`src/rtl/ram_burst_reader_pkg.sv`:
```
// Shared definitions for the RAM burst reader: FSM encoding, RAM geometry
// (common with myram), and the skid-FIFO sizing rule.
// No logic of its own; imported by ram_burst_reader and ram_burst_skid_fifo.
package ram_burst_reader_pkg;

  // Geometry of the 64x16 single-port RAM instance (myram)
  localparam int RAM_DATA_W = 16;
  localparam int RAM_ADDR_W = 6;

  typedef enum logic [1:0] {
    IDLE   = 2'd0,
    ISSUE  = 2'd1,
    DRAIN  = 2'd2,
    FINISH = 2'd3
  } state_t;

  // The FIFO must be able to hold every read in flight plus the word at the head
  function automatic bit fifo_depth_ok(input int depth, input int rd_lat);
    return depth >= rd_lat + 1;
  endfunction

endpackage

```
`src/rtl/ram_burst_skid_fifo.sv`:
```
// Synchronous FIFO absorbing words already in flight from the RAM.
// Latency: a pushed word is visible at pop_data on the next cycle.
// Backpressure: push while full is accepted only together with a pop.
module ram_burst_skid_fifo #(
  parameter int WIDTH = 16,
  parameter int DEPTH = 4,
  localparam int PTR_W = (DEPTH > 1) ? $clog2(DEPTH) : 1,
  localparam int CNT_W = $clog2(DEPTH + 1)
) (
  input  logic             clock,
  input  logic             reset,
  input  logic             push,
  input  logic [WIDTH-1:0] push_data,
  input  logic             pop,
  output logic [WIDTH-1:0] pop_data,
  output logic             full,
  output logic             empty,
  output logic [CNT_W-1:0] count
);

  logic [WIDTH-1:0] store [DEPTH];
  logic [PTR_W-1:0] wr_ptr, rd_ptr;
  logic             do_push, do_pop;

  assign full     = (count == CNT_W'(DEPTH));
  assign empty    = (count == '0);
  assign do_pop   = pop && !empty;
  assign do_push  = push && (!full || do_pop);
  assign pop_data = store[rd_ptr];

  // Storage, pointers and occupancy; storage is cleared so the head reads 0 after reset
  always_ff @(posedge clock or posedge reset) begin
    if (reset) begin
      wr_ptr <= '0;
      rd_ptr <= '0;
      count  <= '0;
      for (int i = 0; i < DEPTH; i++) store[i] <= '0;
    end else begin
      if (do_push) begin
        store[wr_ptr] <= push_data;
        wr_ptr <= (wr_ptr == PTR_W'(DEPTH - 1)) ? '0 : wr_ptr + PTR_W'(1);
      end
      if (do_pop) begin
        rd_ptr <= (rd_ptr == PTR_W'(DEPTH - 1)) ? '0 : rd_ptr + PTR_W'(1);
      end
      case ({do_push, do_pop})
        2'b10:   count <= count + CNT_W'(1);
        2'b01:   count <= count - CNT_W'(1);
        default: count <= count;
      endcase
    end
  end

endmodule

```
`src/rtl/ram_burst_reader.sv`:
```
// Burst read controller for the 64x16 LPM RAM, streaming words on valid/ready with last marking.
// Latency: first word valid RD_LAT+1 cycles after start is accepted, then one word per cycle.
// Backpressure: reads are issued only against free skid-FIFO slots, so a stalled consumer never loses a word.
// Optional RAM_BURST_ADDR_TAG_EN adds out_addr, the source address travelling with each word.
module ram_burst_reader
  import ram_burst_reader_pkg::*;
#(
  parameter int DATA_W     = RAM_DATA_W,
  parameter int ADDR_W     = RAM_ADDR_W,
  parameter int RD_LAT     = 2,
  parameter int FIFO_DEPTH = 4
) (
  input  logic              clock,
  input  logic              reset,
  input  logic              start,
  input  logic [ADDR_W-1:0] start_addr,
  input  logic [ADDR_W:0]   count,
  output logic              busy,
  output logic              done,
  output logic [ADDR_W-1:0] mem_address,
  output logic              mem_we,
  input  logic [DATA_W-1:0] mem_q,
  output logic [DATA_W-1:0] out_data,
  output logic              out_valid,
  input  logic              out_ready,
`ifdef RAM_BURST_ADDR_TAG_EN
  output logic [ADDR_W-1:0] out_addr,
`endif
  output logic              out_last
);

  localparam int CNT_W  = ADDR_W + 1;
  localparam int FCNT_W = $clog2(FIFO_DEPTH + 1);
  localparam int OCC_W  = $clog2(FIFO_DEPTH + RD_LAT + 1);
`ifdef RAM_BURST_ADDR_TAG_EN
  localparam int ENT_W  = DATA_W + ADDR_W;
`else
  localparam int ENT_W  = DATA_W;
`endif

  if (!fifo_depth_ok(FIFO_DEPTH, RD_LAT)) begin : g_depth_check
    $error("ram_burst_reader: FIFO_DEPTH must be at least RD_LAT+1");
  end

  state_t              state;
  logic [ADDR_W-1:0]   ptr;
  logic [ADDR_W-1:0]   addr_hold;
  logic [CNT_W-1:0]    issue_cnt;
  logic [CNT_W-1:0]    dlv_cnt;
  logic [RD_LAT-1:0]   inflight;
  logic [OCC_W-1:0]    occ;
  logic                issue;
  logic                capture;
  logic                xfer;
  logic [ENT_W-1:0]    fifo_wdat;
  logic [ENT_W-1:0]    fifo_rdat;
  logic                fifo_full;
  logic                fifo_empty;
  logic [FCNT_W-1:0]   fifo_count;

  // Words committed to the FIFO: already stored plus reads still in the RAM pipeline
  always_comb begin
    occ = OCC_W'(fifo_count);
    for (int i = 0; i < RD_LAT; i++) occ = occ + OCC_W'(inflight[i]);
  end

  // The RAM registers the address itself, so the pointer is presented directly in the issue cycle
  assign issue       = (state == ISSUE) && (issue_cnt != '0) && (occ < OCC_W'(FIFO_DEPTH));
  assign mem_address = issue ? ptr : addr_hold;
  assign mem_we      = 1'b0;
  assign capture     = inflight[RD_LAT-1];
  assign out_valid   = !fifo_empty;
  assign xfer        = out_valid && out_ready;
  assign out_last    = out_valid && (dlv_cnt == CNT_W'(1));
  assign out_data    = fifo_rdat[DATA_W-1:0];

  // In-flight marker: a 1 emerges exactly when the matching word is on mem_q
  always_ff @(posedge clock or posedge reset) begin
    if (reset) begin
      inflight <= '0;
    end else begin
      inflight[0] <= issue;
      for (int i = 1; i < RD_LAT; i++) inflight[i] <= inflight[i-1];
    end
  end

`ifdef RAM_BURST_ADDR_TAG_EN
  logic [ADDR_W-1:0] tag_pipe [RD_LAT];

  // Source address travels alongside the in-flight marker
  always_ff @(posedge clock or posedge reset) begin
    if (reset) begin
      for (int i = 0; i < RD_LAT; i++) tag_pipe[i] <= '0;
    end else begin
      tag_pipe[0] <= mem_address;
      for (int i = 1; i < RD_LAT; i++) tag_pipe[i] <= tag_pipe[i-1];
    end
  end

  assign fifo_wdat = {tag_pipe[RD_LAT-1], mem_q};
  assign out_addr  = fifo_rdat[ENT_W-1:DATA_W];
`else
  assign fifo_wdat = mem_q;
`endif

  // Control FSM with issue pointer, issue/deliver counters and registered busy/done
  always_ff @(posedge clock or posedge reset) begin
    if (reset) begin
      state     <= IDLE;
      ptr       <= '0;
      addr_hold <= '0;
      issue_cnt <= '0;
      dlv_cnt   <= '0;
      busy      <= 1'b0;
      done      <= 1'b0;
    end else begin
      done <= 1'b0;
      if (issue) begin
        addr_hold <= ptr;
        ptr       <= ptr + ADDR_W'(1);
        issue_cnt <= issue_cnt - CNT_W'(1);
      end
      if (xfer && (dlv_cnt != '0)) dlv_cnt <= dlv_cnt - CNT_W'(1);
      case (state)
        IDLE: begin
          if (start) begin
            busy <= 1'b1;
            if (count != '0) begin
              ptr       <= start_addr;
              issue_cnt <= count;
              dlv_cnt   <= count;
              state     <= ISSUE;
            end else begin
              state <= FINISH;
            end
          end
        end
        ISSUE: begin
          if (issue && (issue_cnt == CNT_W'(1))) state <= DRAIN;
        end
        DRAIN: begin
          if (xfer && (dlv_cnt == CNT_W'(1))) state <= FINISH;
        end
        FINISH: begin
          done  <= 1'b1;
          busy  <= 1'b0;
          state <= IDLE;
        end
        default: state <= IDLE;
      endcase
    end
  end

  ram_burst_skid_fifo #(
    .WIDTH (ENT_W),
    .DEPTH (FIFO_DEPTH)
  ) u_fifo (
    .clock     (clock),
    .reset     (reset),
    .push      (capture),
    .push_data (fifo_wdat),
    .pop       (xfer),
    .pop_data  (fifo_rdat),
    .full      (fifo_full),
    .empty     (fifo_empty),
    .count     (fifo_count)
  );

  // A capture the FIFO cannot absorb means the credit accounting is broken
  assert property (@(posedge clock) disable iff (reset) !(capture && fifo_full && !xfer))
    else $error("ram_burst_reader: capture into full skid FIFO");

endmodule

```
`config.mk`:
```
export PLATFORM = sky130hd
export DESIGN_NAME = ram_burst_reader
export DESIGN_NICKNAME = d
export VERILOG_FILES = /design/src/rtl/ram_burst_reader_pkg.sv /design/src/rtl/ram_burst_skid_fifo.sv /design/src/rtl/ram_burst_reader.sv
export SDC_FILE = /design/constraint.sdc
export NUM_CORES = 1
export LEC_CHECK = 0
export ABC_AREA = 1
export CAP_MARGIN = 20
export CORE_MARGIN = 3
export CORE_UTILIZATION = 35
export CTS_CLUSTER_DIAMETER = 200
export DETAILED_ROUTE_END_ITERATION = 10
export GPL_TIMING_DRIVEN = 0
export PLACE_DENSITY_LB_ADDON = 0.2
export RECOVER_POWER = 100
export SLEW_MARGIN = 30
export SYNTH_ARGS = -nofsm -noshare
export SYNTH_HDL_FRONTEND = slang
export SYNTH_SLANG_ARGS = --single-unit
```
`constraint.sdc`:
```
create_clock -name clock -period 4.25 [get_ports clock]
set_input_delay 0.85 -clock clock [delete_from_list [all_inputs] [get_ports clock]]
set_output_delay 0.85 -clock clock [all_outputs]
set_load 0.05 [all_outputs]
```
==> results of run 1 <==
layout make-up:
type                    count  share of cell area
clock buffers              12              0.0399
well taps                 184              0.0358
repair buffers             59              0.0946
plain buffers              29              0.0239
clock inverters             3             0.00661
inverters                  47              0.0278
flip-flops and latches    103               0.401
multi-input cells         491               0.371
registers in the layout, indices dropped and copies added (netlist names), 2 cells and up:
register       count
u_fifo.store      64
dlv_cnt            7
issue_cnt          7
addr_hold          6
ptr                6
u_fifo.count       3
inflight           2
state              2
u_fifo.rd_ptr      2
u_fifo.wr_ptr      2
power by group:
group / switching [mW] / leakage, nW / internal [mW]
Combinational: 2.06 / 1.72 / 0.897
Sequential: 0.289 / 1.28 / 1.43
Clock: 0.357 / 0.145 / 0.485
Total: 2.70 / 3.15 / 2.81
metal layers:
| layer | part of all wire | global-route usage | vias up |
|---|---|---|---|
| met4 | 0.011 | 0.0417 | 0 |
| met1 | 0.44 | 0.233 | 2267 |
| met2 | 0.50 | 0.298 | 115 |
| met5 | 0 | 0 | - |
| li1 | - | - | 2295 |
| met3 | 0.050 | 0.0423 | 15 |
cell families (layout without fill, tap and decap cells):
| group | count (synthesis) | count (layout) | synth area share |
|---|---|---|---|
| flops | 103 | 103 | 0.473 |
| fa+ha+maj | 19 | 19 | 0.0450 |
| buf+inv | 76 | 150 | 0.0719 |
| xor+xnor | 7 | 7 | 0.0113 |
| other cells | 1 | 1 | 0.000688 |
| compound gates | 147 | 147 | 0.150 |
| simple gates | 317 | 317 | 0.248 |
cells in the final DEF, fill, tap and decap left out, types with 9 or more instances in the layout:
master and instances:
ha_1 18, clkdlybuf4s50_1 28, nand3_1 29, dlygate4sd3_1 30, o21ai_0 100, o22ai_1 15
nor2_1 56, dfrtp_1 103, clkbuf_1 18, nand2_1 220, inv_1 45, clkbuf_16 9
o21ai_1 20
worst max-delay path: cells and delay by family, from the launching register on:
kind	cells	cell delay, ps
buffers and inverters	3	1210
AO/OA/AOI/OAI	1	190
AND/OR/NAND/NOR	6	520
flip-flops	1	440
adder cells (fa/ha/maj)	1	300
path summary, 6_finish.rpt:
kind / cells past startpoint / end / slack (ps) / startpoint
setup / recovery: 11 / mem_address[5] / 380 / u_fifo.count[0]$_DFFE_PP0P_
hold / removal: 0 / inflight[1]$_DFF_PP0_ / 380 / inflight[0]$_DFF_PP0_
setup reg to reg: 12 / u_fifo.count[2]$_DFFE_PP0P_ / 1150 / u_fifo.count[1]$_DFFE_PP0P_
hold reg to reg: 0 / inflight[1]$_DFF_PP0_ / 380 / inflight[0]$_DFF_PP0_
max in group asynchronous: 3 / u_fifo.store[46]$_DFFE_PP0P_ / 1900 / reset
min in group asynchronous: 2 / addr_hold[4]$_DFF_PP0_ / 1370 / reset
==> results.md, run 1 <==
- PnR worst setup slack: 382 ps
- Core ar.: 14900 sq um
- Layout area overhead: 18.1%
- Synth Cell Area: 5450 sq um
- Skew-Pair Late Insertion Delay: 350 ps
- Initial antenna violation count: 0
- Clk slew on worst S/H paths: 60 ps
- Most common cell in the netlist: nand2_1
- Worst EP required: 3400 ps
- Slowest-stage cell, CP: dlygate4sd3_1
- Width of the die: around 130 um
- Critical path's largest stage delay: approximately 910 ps
- Slew headroom: -0.150
- CP startpoint kind: flip-flop
- Final instance area: between 6000 and 7000 sq um
- DIE AREA: 17100 sq um
- Clk sink count: just over 100
- Fin crit period: 3870 ps
- Post-route ant nets: 0
- Drt pass-1 iters: 6
- Final setup vio count: 0
- CP max FO: 10
- Cells after DPL: slightly above 900
- Static Leak: between 3 and 4 nW
- Ys flop type: dfrtp_1
- DP Area: 6290 sq um
- WL/cell: between 15 and 20 um
- Fillcell total: 1535
- Core Util, Final: 0.433
- Slew Viols, Final: 36
- Asr flop ratio synth: 1.00
- EDFF count, synth: 0
- Ant. Diodes: 0
- Number of max-cap violations: 1
- Global-route wire length before repair: between 20 and 25 mm
- Root buffer cell: clkbuf_16
- GRT Overall Usage: 0.178
- DRT iter0 DRCs: 310
- Effective utilization at floorplan: 0.366
- Final non-filler cell total: ~930
- Row count: 44
- Ports: 60
- Pre-CTS WS: between 800 and 900 ps
- Post-synth cell types: 38
- Vias in the first global route: 4615
- Area fraction of the dominant cell type after synthesis: 0.473
- Hold WS: 376 ps
- Crit Path Class: flip-flop to primary output
- Maximum number of pins on one net before global-route repair: 69
- Routed WL: 14.5 mm
- Clock skew: between 9 and 10 ps
- Synth top cells by count: nand2_1 (218), dfrtp_1 (103), o21ai_0 (57), o21ai_1 (53), nor2_1 (52)
- Dominant cell type by area after synthesis: dfrtp_1
- Ys Warns: 0
- Largest cells by area after synthesis: dfrtp_1 (47%), nand2_1 (15%), o21ai_0 (5.2%), o21ai_1 (4.9%), ha_1 (4.1%)
- Fmax: 259 MHz
- Residual DRC: 0
- Final Hold Viols: 0
- Post-Syn Nets: 722
- CTS resizes: 0
- Seq/Total Area, Yosys: 0.473
- Mapped Avg Cell Area: roughly 8 sq um
- Multi-input gate area: 2380 sq um
- Gp weighted congestion: about 0.85
- Setup TNS: 0 ps
- Worst EP arrival: 3020 ps
- Run status: finished with violations
- Clock Tree Buf Depth: 2
- Type of the most critical hold path: flip-flop to flip-flop
- CTS tree: built
- Worst setup EP type: primary output
- Chain of cells forming the critical path: ha_1 -> nand2_1 -> nand2_1 -> nand2_1 -> nand2_1 -> nand2_1 -> inv_1 -> nand2_1 -> buf_6 -> o21ai_0 -> dlygate4sd3_1
- Die boundary height: 131 um
- Final net count: between 700 and 800
- RSZ-0062 raised after global routing: no
- Mapped Cells: 670
- PnR Total Power: 5.51 mW
- Cts-stage hold buffer count: 0
- Power per Cell Area: 857 nW/um^2
- Register area: between 2000 and 3000 sq um
- Share of layout cells above drive strength 1: 0.0484
- Num CTS Buffers: 9
- DR vias: 4692
- HPWL after DPL: 10.2 mm
- Failing checks: capacitance limit, slew limit
- Drt via density: 5.06
- Worst-margin pin slew: about 1700 ps
- Port Buffers: 58
- Peak supply drop: 0.000398 V
- FF+latch count, synth: 103
- H-tree levels: 3
- Setup bufs post-CTS: 0
- Part of the cycle the worst path needs: 0.910
- Grt ovf: 0
- Most frequent CP cell: nand2_1
Note: power is estimated with default switching activity, not from simulation.
==> run 2: changes to the inputs <==
Settings changed: PLACE_DENSITY set to 0.58, PLACE_DENSITY_LB_ADDON 0.2 to unset.
==> run 2 against run 1 <==
  * The run still ends with capacitance limit, slew limit left
  * Worst hold slack improved by 27 ps
  * Non-clock buffer count unchanged
  * Highest routed layer unchanged
  * Sequential power is essentially flat
  * Clock skew down 3.0 ps
  * Final cell count up 0.11%
  * Combinational power is essentially flat
  * Largest power group unchanged
  * Setup slack worse by 29 ps
==> results.md, run 2 (same netlist as run 1, synthesis figures left out) <==
- Clk sink count: 103 (unchanged)
- Slew headroom: -0.121 (+0.0290)
- DP Area: 6290 sq um (unchanged)
- Clock Tree Buf Depth: 2 (unchanged)
- R2r startpoint: u_fifo.count[1]$_DFFE_PP0P_
- HPWL after DPL: 10.1 mm (-0.79%)
- Width of the die: 131 um (unchanged)
- Maximum number of pins on one net before global-route repair: 70 (+1.4%)
- Core ar.: 14900 sq um (unchanged)
- Setup bufs post-CTS: 0 (unchanged)
- Fin crit period: 3900 ps (+28.8 ps)
- Clock share of power: 0.156 (+0.003)
- CTS resizes: 0 (unchanged)
- Slew Viols, Final: 35 (-2.8%)
- Clk slew on worst S/H paths: 70 ps (about the same)
- Peak supply drop: 0.000366 V (-8.0%)
- Ant. Diodes: 0 (unchanged)
- Worst-margin pin slew: 1670 ps (-43.3 ps)
- Crit Path Class: flip-flop to primary output
- Final instance area: 6430 sq um (about the same)
- DIE AREA: 17100 sq um (unchanged)
- Min-delay src: inflight[0]$_DFF_PP0_
- Switching power: 2.69 mW (-0.45%)
- Clock skew: 6.36 ps (-2.96 ps)
- Residual DRC: 0 (unchanged)
- Hold WS: 403 ps (+27.3 ps)
- Post-route ant nets: 0 (unchanged)
- Part of the cycle the worst path needs: 0.917 (+0.00677)
- Final setup vio count: 0 (unchanged)
- Grt ovf: 0 (unchanged)
- Share of layout cells above drive strength 1: 0.0497 (+0.00128)
- Effective utilization at floorplan: 0.366 (unchanged)
- Commonest cells after routing, fill and taps aside: nand2_1 (220), dfrtp_1 (103), o21ai_0 (96)
- Drt via density: 5.03 (-0.45%)
- Worst EP required: 3400 ps (about the same)
- Global-route wire length before repair: 23.3 mm (-0.79%)
- Number of max-cap violations: 1 (unchanged)
- Failing checks: capacitance limit, slew limit
- Drt pass-1 iters: 5 (-1)
- Ports: 60 (unchanged)
- Vias in the first global route: 4642 (+0.59%)
- Setup TNS: 0 ps (unchanged)
- Initial antenna violation count: 0 (unchanged)
- Final Hold Viols: 0 (unchanged)
- Run status: finished with violations
- Die boundary height: 131 um (unchanged)
- CP startpoint kind: flip-flop
- Skew-Pair Late Insertion Delay: 350 ps (about the same)
- Biggest regs: u_fifo.store: 64 flops, dlv_cnt: 7 flops, issue_cnt: 7 flops
- CP max FO: 10 (unchanged)
- Type of the most critical hold path: flip-flop to flip-flop
- Sw Ratio: 0.487 (-0.00287)
- Gp weighted congestion: 0.854 (+0.57%)
- DRT iter0 DRCs: 337 (+8.7%)
- DR vias: 4676 (-0.34%)
- Cells after DPL: 913 (unchanged)
- GRT Overall Usage: 0.176 (-0.00190)
- Max FFs per register: 64 (unchanged)
- Fmax: 257 MHz (-0.74%)
- Static Leak: 3.13 nW (-0.47%)
- WL/cell: 15.4 um (-1.9%)
- Final non-filler cell total: 929 (+0.11%)
- H-tree levels: 3 (unchanged)
- Largest register by flop count: u_fifo.store
- Combinational share of power: 0.532 (-0.004)
- Core Util, Final: 0.433 (about the same)
- Power per Cell Area: 858 nW/um^2 (+0.10%)
- Layout area overhead: 18.1% (about the same)
- Routed WL: 14.3 mm (-1.8%)
- Num CTS Buffers: 9 (unchanged)
- Reg power frac: 0.311 (about the same)
- Root buffer cell: clkbuf_16
- Most common cell after layout, fill and taps aside: nand2_1
- Int Pwr: 2.83 mW (+0.71%)
- Critical path origin: u_fifo.count[0]$_DFFE_PP0P_
- Cts-stage hold buffer count: 0 (unchanged)
- RSZ-0062 raised after global routing: no
- Worst setup EP type: primary output
- CTS tree: built
- Port Buffers: 58 (unchanged)
- Row count: 44 (unchanged)
- Final net count: 792 (unchanged)
- Worst EP arrival: 3050 ps (+30 ps)
run 2: path summary, 6_finish.rpt:
check | to | slack (ps) | cells past startpoint
setup reg to reg | u_fifo.count[2]$_DFFE_PP0P_ | 1310 | 12
hold reg to reg | inflight[1]$_DFF_PP0_ | 400 | 0
max in group asynchronous | u_fifo.wr_ptr[0]$_DFFE_PP0P_ | 1930 | 3
hold / removal | inflight[1]$_DFF_PP0_ | 400 | 0
setup / recovery | mem_address[5] | 350 | 11
min in group asynchronous | u_fifo.store[50]$_DFFE_PP0P_ | 1360 | 2
run 2: cell type report:
type | instances | area, sq um
buffer | 29 | 153
inverter | 47 | 179
clock buffer | 13 | 270
fill | 1505 | 8430
timing repair buffer | 59 | 608
sequential | 103 | 2580
multi-input combinational | 491 | 2380
clock inverter | 3 | 40.0
tap | 184 | 230
run 2: stage by stage:
step / setup WS [ps] / total power [mW]
floorplan: 696 / 3.93
global placement: -1020 / 4.84
detailed placement: 878 / 4.91
CTS: 467 / 5.80
global route: 174 / 5.96
finish: 353 / 5.52
run 2: power by group through the flow:
stage	logic [mW]	clock network [mW]	registers [mW]
after floorplan	2.25	0	1.69
after global placement	3.11	0	1.73
after detailed placement	3.17	0	1.74
after CTS	3.18	0.894	1.73
after global routing	3.26	0.932	1.77
final	2.94	0.863	1.72
run 2: critical path, stage by stage (launching register included):
cell           delay [ps]
dfrtp_1               450
ha_1                  320
nand2_1                50
nand2_1                70
nand2_1                50
nand2_1                60
nand2_1               100
inv_1                  70
nand2_1               200
buf_6                 220
o21ai_0               200
dlygate4sd3_1         910
run 2: metal layers:
layer,vias up,routed length [um],global-route usage
met4,0,240,0.0563
met1,2221,6400,0.222
li1,2305,-,-
met3,24,737,0.0451
met2,126,6890,0.296
met5,-,0,0
==> run 3: changes to the inputs <==
Settings changed: CTS_BUF_LIST set to sky130_fd_sc_hd__clkbuf_16.
==> run 3 against run 2 <==
  * The flow still finishes with violations (capacitance limit, slew limit)
  * Wire length fell by 0.15%
  * Clock skew barely moved
  * Combinational power barely moved
  * Largest power group unchanged
  * Via count barely moved
  * Largest cell class unchanged
  * Final cell count did not move
  * Non-clock buffer count did not move
  * Sequential share of layout area rose by 0.19 points
  * Setup slack improved by 1.6 ps
  * First-iteration DRC count fell by 3.9%
  * Register-to-register slack barely moved
  * Clock power fell by 7.2%
==> results.md, run 3 (same netlist as run 1, synthesis figures left out) <==
- Worst-margin pin slew: 1680 ps (+4.56 ps)
- Ant. Diodes: 0 (unchanged)
- Power per Cell Area: 853 nW/um^2 (-0.57%)
- CTS tree: built
- Crit Path Class: flip-flop to primary output
- Num CTS Buffers: 9 (unchanged)
- Row count: 44 (unchanged)
- Final Hold Viols: 0 (unchanged)
- Fillcell total: 1507 (+0.13%)
- DP Area: 6290 sq um (unchanged)
- Share of layout cells above drive strength 1: 0.0456 (-0.00403)
- Pre-CTS WS: 878 ps (unchanged)
- Layout area overhead: 17.5%
- Worst EP required: 3400 ps (about the same)
- Setup bufs post-CTS: 0 (unchanged)
- Worst setup EP type: primary output
- Final net count: 792 (unchanged)
- Part of the cycle the worst path needs: 0.917 (about the same)
- Effective utilization at floorplan: 0.366 (unchanged)
- Fmax: 257 MHz (about the same)
- Largest register by flop count: u_fifo.store
- Gp weighted congestion: 0.854 (unchanged)
- Clk slew on worst S/H paths: 70 ps (about the same)
- CTS resizes: 0 (unchanged)
- Drt pass-1 iters: 5 (unchanged)
- Max FFs per register: 64 (unchanged)
- Routed WL: 14.2 mm (-0.15%)
- Fin crit period: 3900 ps (-1.63 ps)
- Slowest-stage cell, CP: dlygate4sd3_1
- Hold WS: 403 ps (-0.0840 ps)
- Cts-stage hold buffer count: 0 (unchanged)
- Cells after DPL: 913 (unchanged)
- GRT Overall Usage: 0.175 (-0.000842)
- Peak supply drop: 0.000365 V (-0.40%)
- Vias in the first global route: 4630 (-0.26%)
- Clk sink count: 103 (unchanged)
- Post-route ant nets: 0 (unchanged)
- Setup TNS: 0 ps (unchanged)
- Maximum number of pins on one net before global-route repair: 70 (unchanged)
- Grt ovf: 0 (unchanged)
- DIE AREA: 17100 sq um (unchanged)
- H-tree levels: 3 (unchanged)
- DR vias: 4672 (-0.086%)
- PnR Total Power: 5.46 mW (-1.0%)
- Final non-filler cell total: 929 (unchanged)
- Critical path's largest stage delay: 910 ps (about the same)
- Skew-Pair Late Insertion Delay: 350 ps (about the same)
- Residual DRC: 0 (unchanged)
- Most frequent CP cell: nand2_1
- Global-route wire length before repair: 23.2 mm (-0.36%)
- Root buffer cell: clkbuf_16
- Type of the most critical hold path: flip-flop to flip-flop
- Commonest cells after routing, fill and taps aside: nand2_1 (220), dfrtp_1 (103), o21ai_0 (96)
- CP startpoint kind: flip-flop
- DRT iter0 DRCs: 324 (-3.9%)
- WL/cell: 15.3 um (-0.15%)
- Core Util, Final: 0.431 (-0.00202)
- HPWL after DPL: 10.1 mm (unchanged)
- Failing checks: capacitance limit, slew limit
- RSZ-0062 raised after global routing: no
- Final setup vio count: 0 (unchanged)
- Final instance area: 6400 sq um (-0.47%)
- Core ar.: 14900 sq um (unchanged)
- Slew headroom: -0.124 (-0.00306)
- Die boundary height: 131 um (unchanged)
- CP max FO: 10 (unchanged)
- Port Buffers: 58 (unchanged)
- PnR worst setup slack: 355 ps (+1.63 ps)
- Worst EP arrival: 3050 ps (about the same)
- Clock Tree Buf Depth: 2 (unchanged)
- Ports: 60 (unchanged)
- Slew Viols, Final: 35 (unchanged)
- Width of the die: 131 um (unchanged)
- Initial antenna violation count: 0 (unchanged)
- Chain of cells forming the critical path: ha_1 -> nand2_1 -> nand2_1 -> nand2_1 -> nand2_1 -> nand2_1 -> inv_1 -> nand2_1 -> buf_6 -> o21ai_0 -> dlygate4sd3_1
- Worst Reg-to-Reg Cells: 12 (unchanged)
- Number of max-cap violations: 1 (unchanged)
- Clock skew: 6.02 ps (-0.340 ps)
- Biggest regs: u_fifo.store: 64 flops, dlv_cnt: 7 flops, issue_cnt: 7 flops
- Static Leak: 3.12 nW (-0.41%)
- Most common cell after layout, fill and taps aside: nand2_1
- Run status: finished with violations
- WHS Path Cells: 0 (unchanged)
- Drt via density: 5.03 (about the same)
[run 3: critical path: cells and delay by family, from the launching register on]
family,cells,cell delay (ps)
DFF,1,460
adders and majority gates,1,320
and+or+nand+nor,6,530
AOI/OAI and AO/OA,1,200
buffers and inverters,3,1200
[run 3: metal layers]
metal / vias to the layer above / global-route usage / share of wire
met1: 2218 / 0.221 / 0.45
met2: 124 / 0.295 / 0.48
li1: 2306 / - / -
met4: 0 / 0.0544 / 0.017
met3: 24 / 0.0451 / 0.053
met5: - / 0 / 0
[run 3: power breakdown]
| part | internal, mW | switching (mW) |
|---|---|---|
| Clock | 0.447 | 0.354 |
| Combinational | 0.899 | 2.05 |
| Sequential | 1.43 | 0.289 |
[run 3: cell type report]
cell class,instances,area [sq um],area share
well taps,184,230,0.0360
multi-input cells,491,2380,0.371
inverters,47,179,0.0279
clock buffers,9,225,0.0352
repair buffers,59,608,0.0950
clock inverters,7,55.1,0.00860
flip-flops and latches,103,2580,0.403
plain buffers,29,153,0.0238
[run 3: final timing paths]
| kind | slack [ps] | end | startpoint |
|---|---|---|---|
| min in group asynchronous | 1370 | u_fifo.store[50]$_DFFE_PP0P_ | reset |
| max in group asynchronous | 1930 | u_fifo.store[25]$_DFFE_PP0P_ | reset |
| hold reg to reg | 400 | inflight[1]$_DFF_PP0_ | inflight[0]$_DFF_PP0_ |
| setup reg to reg | 1300 | u_fifo.count[2]$_DFFE_PP0P_ | u_fifo.count[1]$_DFFE_PP0P_ |
| setup / recovery | 350 | mem_address[5] | u_fifo.count[0]$_DFFE_PP0P_ |
| hold / removal | 400 | inflight[1]$_DFF_PP0_ | inflight[0]$_DFF_PP0_ |
==> variant 1, RTL diff (settings of run 1) <==
Encoding of `state_t`: now Gray code (2 bits for 4 states).
--- a/src/rtl/ram_burst_reader_pkg.sv
+++ b/src/rtl/ram_burst_reader_pkg.sv
@@ -9,8 +9,8 @@
 
   typedef enum logic [1:0] {
-    IDLE   = 2'd0,
-    ISSUE  = 2'd1,
-    DRAIN  = 2'd2,
-    FINISH = 2'd3
+    IDLE   = 2'b00,
+    ISSUE  = 2'b01,
+    DRAIN  = 2'b11,
+    FINISH = 2'b10
   } state_t;
 
Check against the original RTL: same outputs for any inputs over 10 cycles, from zero or initial values and one cycle with reset high; not proved beyond that.
==> variant 1 against run 1 <==
The run still ends with max-capacitance violations, max-slew violations left; design area grew 0.37%; via count grew 1.9%; largest cell class unchanged; highest routed layer unchanged; critical path depth grew 1; routed wire length grew 1.2%; sequential cell count is the same; total power grew 6.2%; area after synthesis shrank 0.99%; setup slack lost 0.038 ns.
==> variant 1: results (changes against run 1) <==
cts_made_buffers: 9  # unchanged
async_flop_share_pct: 100  # unchanged
finalNetCount: 799  # was 792
place_congestion: 0.824  # was 0.849
cts_buffer_depth: 2  # unchanged
grt_pass1_vias: 4614  # was 4,615
firstDrtPassIters: 6  # unchanged
synth.area.top_cells: "dfrtp_1, nand2_1, o21ai_1, o21ai_0, nor2_1"  # was dfrtp_1, nand2_1, o21ai_0, o21ai_1, ha_1
crit_path_top_delay_cell: "dlygate4sd3_1"  # unchanged
cts_resized: 0  # unchanged
violations: "max-capacitance violations, max-slew violations"  # unchanged
final.fill_count: 1492  # was 1,535
drv_cap: 1  # unchanged
irDropWorstVdd_v: 0.000315  # was 0.000398 V
cts_setup_buffers: 0  # unchanged
grt_pass1_wl_um: 23600  # was 23,500 um
cp_top_family: "buffers and inverters"  # unchanged
grt_overflow: 0  # unchanged
leakage_nw: 3.14  # was 3.15 nW
fin_skew_ns: 0.00574  # was 0.00932 ns
outcome: "complete, but fails checks"  # unchanged
drt_iter0_drc: 274  # was 310
htreeDepth: 3  # unchanged
vias_per_cell: 5.08  # was 5.06
yosys-top-cells-count: "nand2_1, dfrtp_1, o21ai_1"  # was nand2_1, dfrtp_1, o21ai_0
routedWlPerCell_um: 15.6  # about the same
drive_gt1_share_pct: 5.29  # was 4.84%
path_clk_slew_ns: 0.07
cp_max_fo: 8  # was 10
antenna_found_initial: 0  # unchanged
slew_violations: 52  # was 36
yosysSeqAreaShare_pct: 47.8  # was 47.3%
final_cells: 940  # was 928
grt_max_degree: 53  # was 69
synthFlopType: "dfrtp_1"  # unchanged
syn_inst: 681  # was 670
worst_pin_slew_ns: 2.42  # was 1.72 ns
synth.net_count: 729  # was 722
place_area_mm2: 0.00624  # was 0.00629 mm^2
io_buffer_count: 58  # unchanged
num_antenna_cells: 0  # unchanged
largestRegisters: "u_fifo.store (64), dlv_cnt (7), issue_cnt (7)"  # unchanged
place_ws_ns: 0.835  # was 0.891 ns
dp_hpwl_um: 10200  # about the same
worstSkewPairLatency_ns: 0.35  # about the same
cp_slowest_stage_delay_ns: 0.87  # was 0.91 ns
placed_cells: 924  # was 913
grt_use_total_pct: 17.8  # about the same
yosysWarnings: 0  # unchanged
min_path_type: "reg -> reg"  # unchanged
cts-root-buf: "clkbuf_16"  # unchanged
yosys.cell_types.count: 35  # was 38
-- variant 1: changes by cell type after synthesis, sizes merged, moves of 3 or more --
cell / before / now
nand2: 220 / 228
ha: 18 / 14
inv: 47 / 50
or2: 1 / 4
-- variant 1: worst register-to-register path: cells and delay by family (launching register included) --
| family | cells | cell delay, ns |
|---|---|---|
| flip-flops | 1 | 0.46 |
| XOR/XNOR | 1 | 0.16 |
| buffers and inverters | 4 | 0.92 |
| adder cells (fa/ha/maj) | 2 | 0.53 |
| AO/OA/AOI/OAI | 2 | 0.25 |
| AND/OR/NAND/NOR | 3 | 0.43 |
-- variant 1: final cells by class --
type	instances	area, um^2	area share [%]
tap	184	230	3.57
clock buffer	14	274	4.25
timing repair buffer	59	608	9.42
inverter	50	190	2.95
buffer	28	140	2.17
sequential	103	2580	39.9
clock inverter	2	37.5	0.582
multi-input combinational	500	2400	37.1
-- variant 1: worst paths after layout --
check | startpoint | to | slack, ns | depth (start not counted)
setup / recovery | u_fifo.count[0]$_DFFE_PP0P_ | mem_address[2] | 0.34 | 12
hold / removal | inflight[0]$_DFF_PP0_ | inflight[1]$_DFF_PP0_ | 0.37 | 0
setup reg to reg | u_fifo.count[1]$_DFFE_PP0P_ | u_fifo.count[2]$_DFFE_PP0P_ | 1.37 | 12
hold reg to reg | inflight[0]$_DFF_PP0_ | inflight[1]$_DFF_PP0_ | 0.37 | 0
max in group asynchronous | reset | ptr[1]$_DFF_PP0_ | 1.54 | 2
min in group asynchronous | reset | addr_hold[1]$_DFF_PP0_ | 1.62 | 2
-- variant 1: cell families (layout without fill, tap and decap cells) --
group	count (synthesis)	count (layout)	share of synthesized area (%)
xor+xnor	10	10	1.62
simple gates	332	332	25.7
other cells	1	1	0.0695
flops	103	103	47.8
compound gates	142	142	13.9
buf+inv	78	153	7.24
fa+ha+maj	15	15	3.62
-- variant 1: routing by layer --
layer,wire [um],up-vias,GRT usage (%)
met5,0,-,0
met1,6310,2283,22.5
li1,-,2326,-
met2,7300,149,30.6
met4,214,0,4.89
met3,866,21,4.18
-- variant 1: per-stage QoR --
stage          TNS (ns)  utilization, %
2_1_floorplan         0               -
3_3_place_gp     -95.08            41.9
3_5_place_dp          0            42.1
4_1_cts               0            44.2
5_1_grt               0            43.6
6_report              0            43.6
-- variant 1: where the power goes --
group          switching, W  internal, W  total, W
logic               0.00227     0.000992   0.00326
clock network      0.000359     0.000506  0.000864
registers          0.000290      0.00144   0.00173
total               0.00292      0.00294   0.00586
==> variant 2, RTL diff (config.mk and constraints of run 1) <==
Without the edit above. `RAM_DATA_W`: 16 -> 32.
--- a/src/rtl/ram_burst_reader_pkg.sv
+++ b/src/rtl/ram_burst_reader_pkg.sv
@@ -5,5 +5,5 @@
 
   // Geometry of the 64x16 single-port RAM instance (myram)
-  localparam int RAM_DATA_W = 16;
+  localparam int RAM_DATA_W = 32;
   localparam int RAM_ADDR_W = 6;
 
Ports: changed (resized mem_q and out_data); port bits go from 60 to 92. The function was not compared with the original's and may differ.
==> variant 2 against run 1 <==
Setup slack worse by 0.22 ns; synthesized cell count increased by 56%; total power rose by 59%; area after synthesis grew 52%; design area rose by 58%; clock skew is 0.0038 ns higher; count of clock-buffer cells in the layout rose by 8; clock power up 77%; sequential cell count grew 64; routed wire length increased by 59%; hold slack better by 0.0042 ns; largest cell class unchanged.
==> variant 2: results (changes against run 1) <==
outcome: "complete, no violations"  # was complete, but fails checks
num-clock-buffers: 20  # was 12
cp_slowest_stage_delay_ns: 0.93  # was 0.91 ns
powerClk_w: 0.00149  # was 0.000841 W
grt_max_degree: 29  # was 69
largestRegisters: "u_fifo.store (128), dlv_cnt (7), issue_cnt (7)"  # was u_fifo.store (64), dlv_cnt (7), issue_cnt (7)
dp_hpwl_um: 16200  # was 10,200 um
routedWlPerCell_um: 15.6  # about the same
p_seq_w: 0.00267  # was 0.00172 W
vias_per_cell: 4.80  # was 5.06
inverters: 81  # was 47
power.switching_w: 0.00432  # was 0.00270 W
nMultiInputCombCells: 734  # was 491
finalNetCount: 1227  # was 792
buffer_area_share_pct: 12.8  # was 11.8%
worstSkewPairLatency_ns: 0.43  # was 0.35 ns
drt_iter0_drc: 479  # was 310
yosysSeqAreaShare_pct: 50.4  # was 47.3%
leakage_nw: 4.81  # was 3.15 nW
clkCellAreaFrac_pct: 5.52  # was 4.65%
power.density_mw_per_mm2: 863  # was 857 mW/mm^2
wl_met2_um: 11100  # was 7190 um
irDropWorstVdd_v: 0.000329  # was 0.000398 V
reg2reg_slack_ns: 1.20  # was 1.15 ns
grt_pass1_vias: 6986  # was 4,615
critPathLaunch: "u_fifo.rd_ptr[0]$_DFFE_PP0P_"  # was u_fifo.count[0]$_DFFE_PP0P_
fin_skew_ns: 0.0131  # was 0.00932 ns
critPathArrivalTime_ns: 3.24  # was 3.02 ns
grt_use_total_pct: 18.2  # was 17.8%
dr_wl_met3_um: 964  # was 721 um
drt-met1-wl_um: 10700  # was 6440 um
relSlewSlack_pct: 13.5  # was -15.0%
drive_gt1_share_pct: 5.12  # was 4.84%
yosys-top-cells-count: "nand2_1, o21ai_0, dfrtp_1"  # was nand2_1, dfrtp_1, o21ai_0
yosys.cell_types.count: 36  # was 38
use_met1_pct: 23.7  # was 23.3%
-- variant 2: logic make-up (layout without fill, tap and decap cells) --
| family | count (synthesis) | count (layout) | synth area share (%) |
|---|---|---|---|
| AND/OR/NAND/NOR | 412 | 412 | 20.1 |
| AO/OA/AOI/OAI | 294 | 294 | 18.0 |
| flip-flops | 167 | 167 | 50.4 |
| buffers and inverters | 142 | 271 | 7.72 |
| adder cells (fa/ha/maj) | 19 | 19 | 2.96 |
| XOR/XNOR | 8 | 8 | 0.845 |
| other | 1 | 1 | 0.0452 |
-- variant 2: metrics by stage --
step / setup TNS [ns] / hold slack [ns] / cell area (um^2) / instances / setup WS (ns)
final: 0 / 0.380 / 10200 / 1485 / 0.162
after global routing: 0 / 0.402 / 10200 / 1485 / 0.0544
after detailed placement: 0 / 0.366 / 9770 / 1453 / 0.708
after floorplan: 0 / 0.354 / 8300 / 1043 / 0.977
after CTS: 0 / 0.381 / 10300 / 1485 / 0.242
after global placement: -62.05 / 0.370 / 9590 / 1446 / -0.382
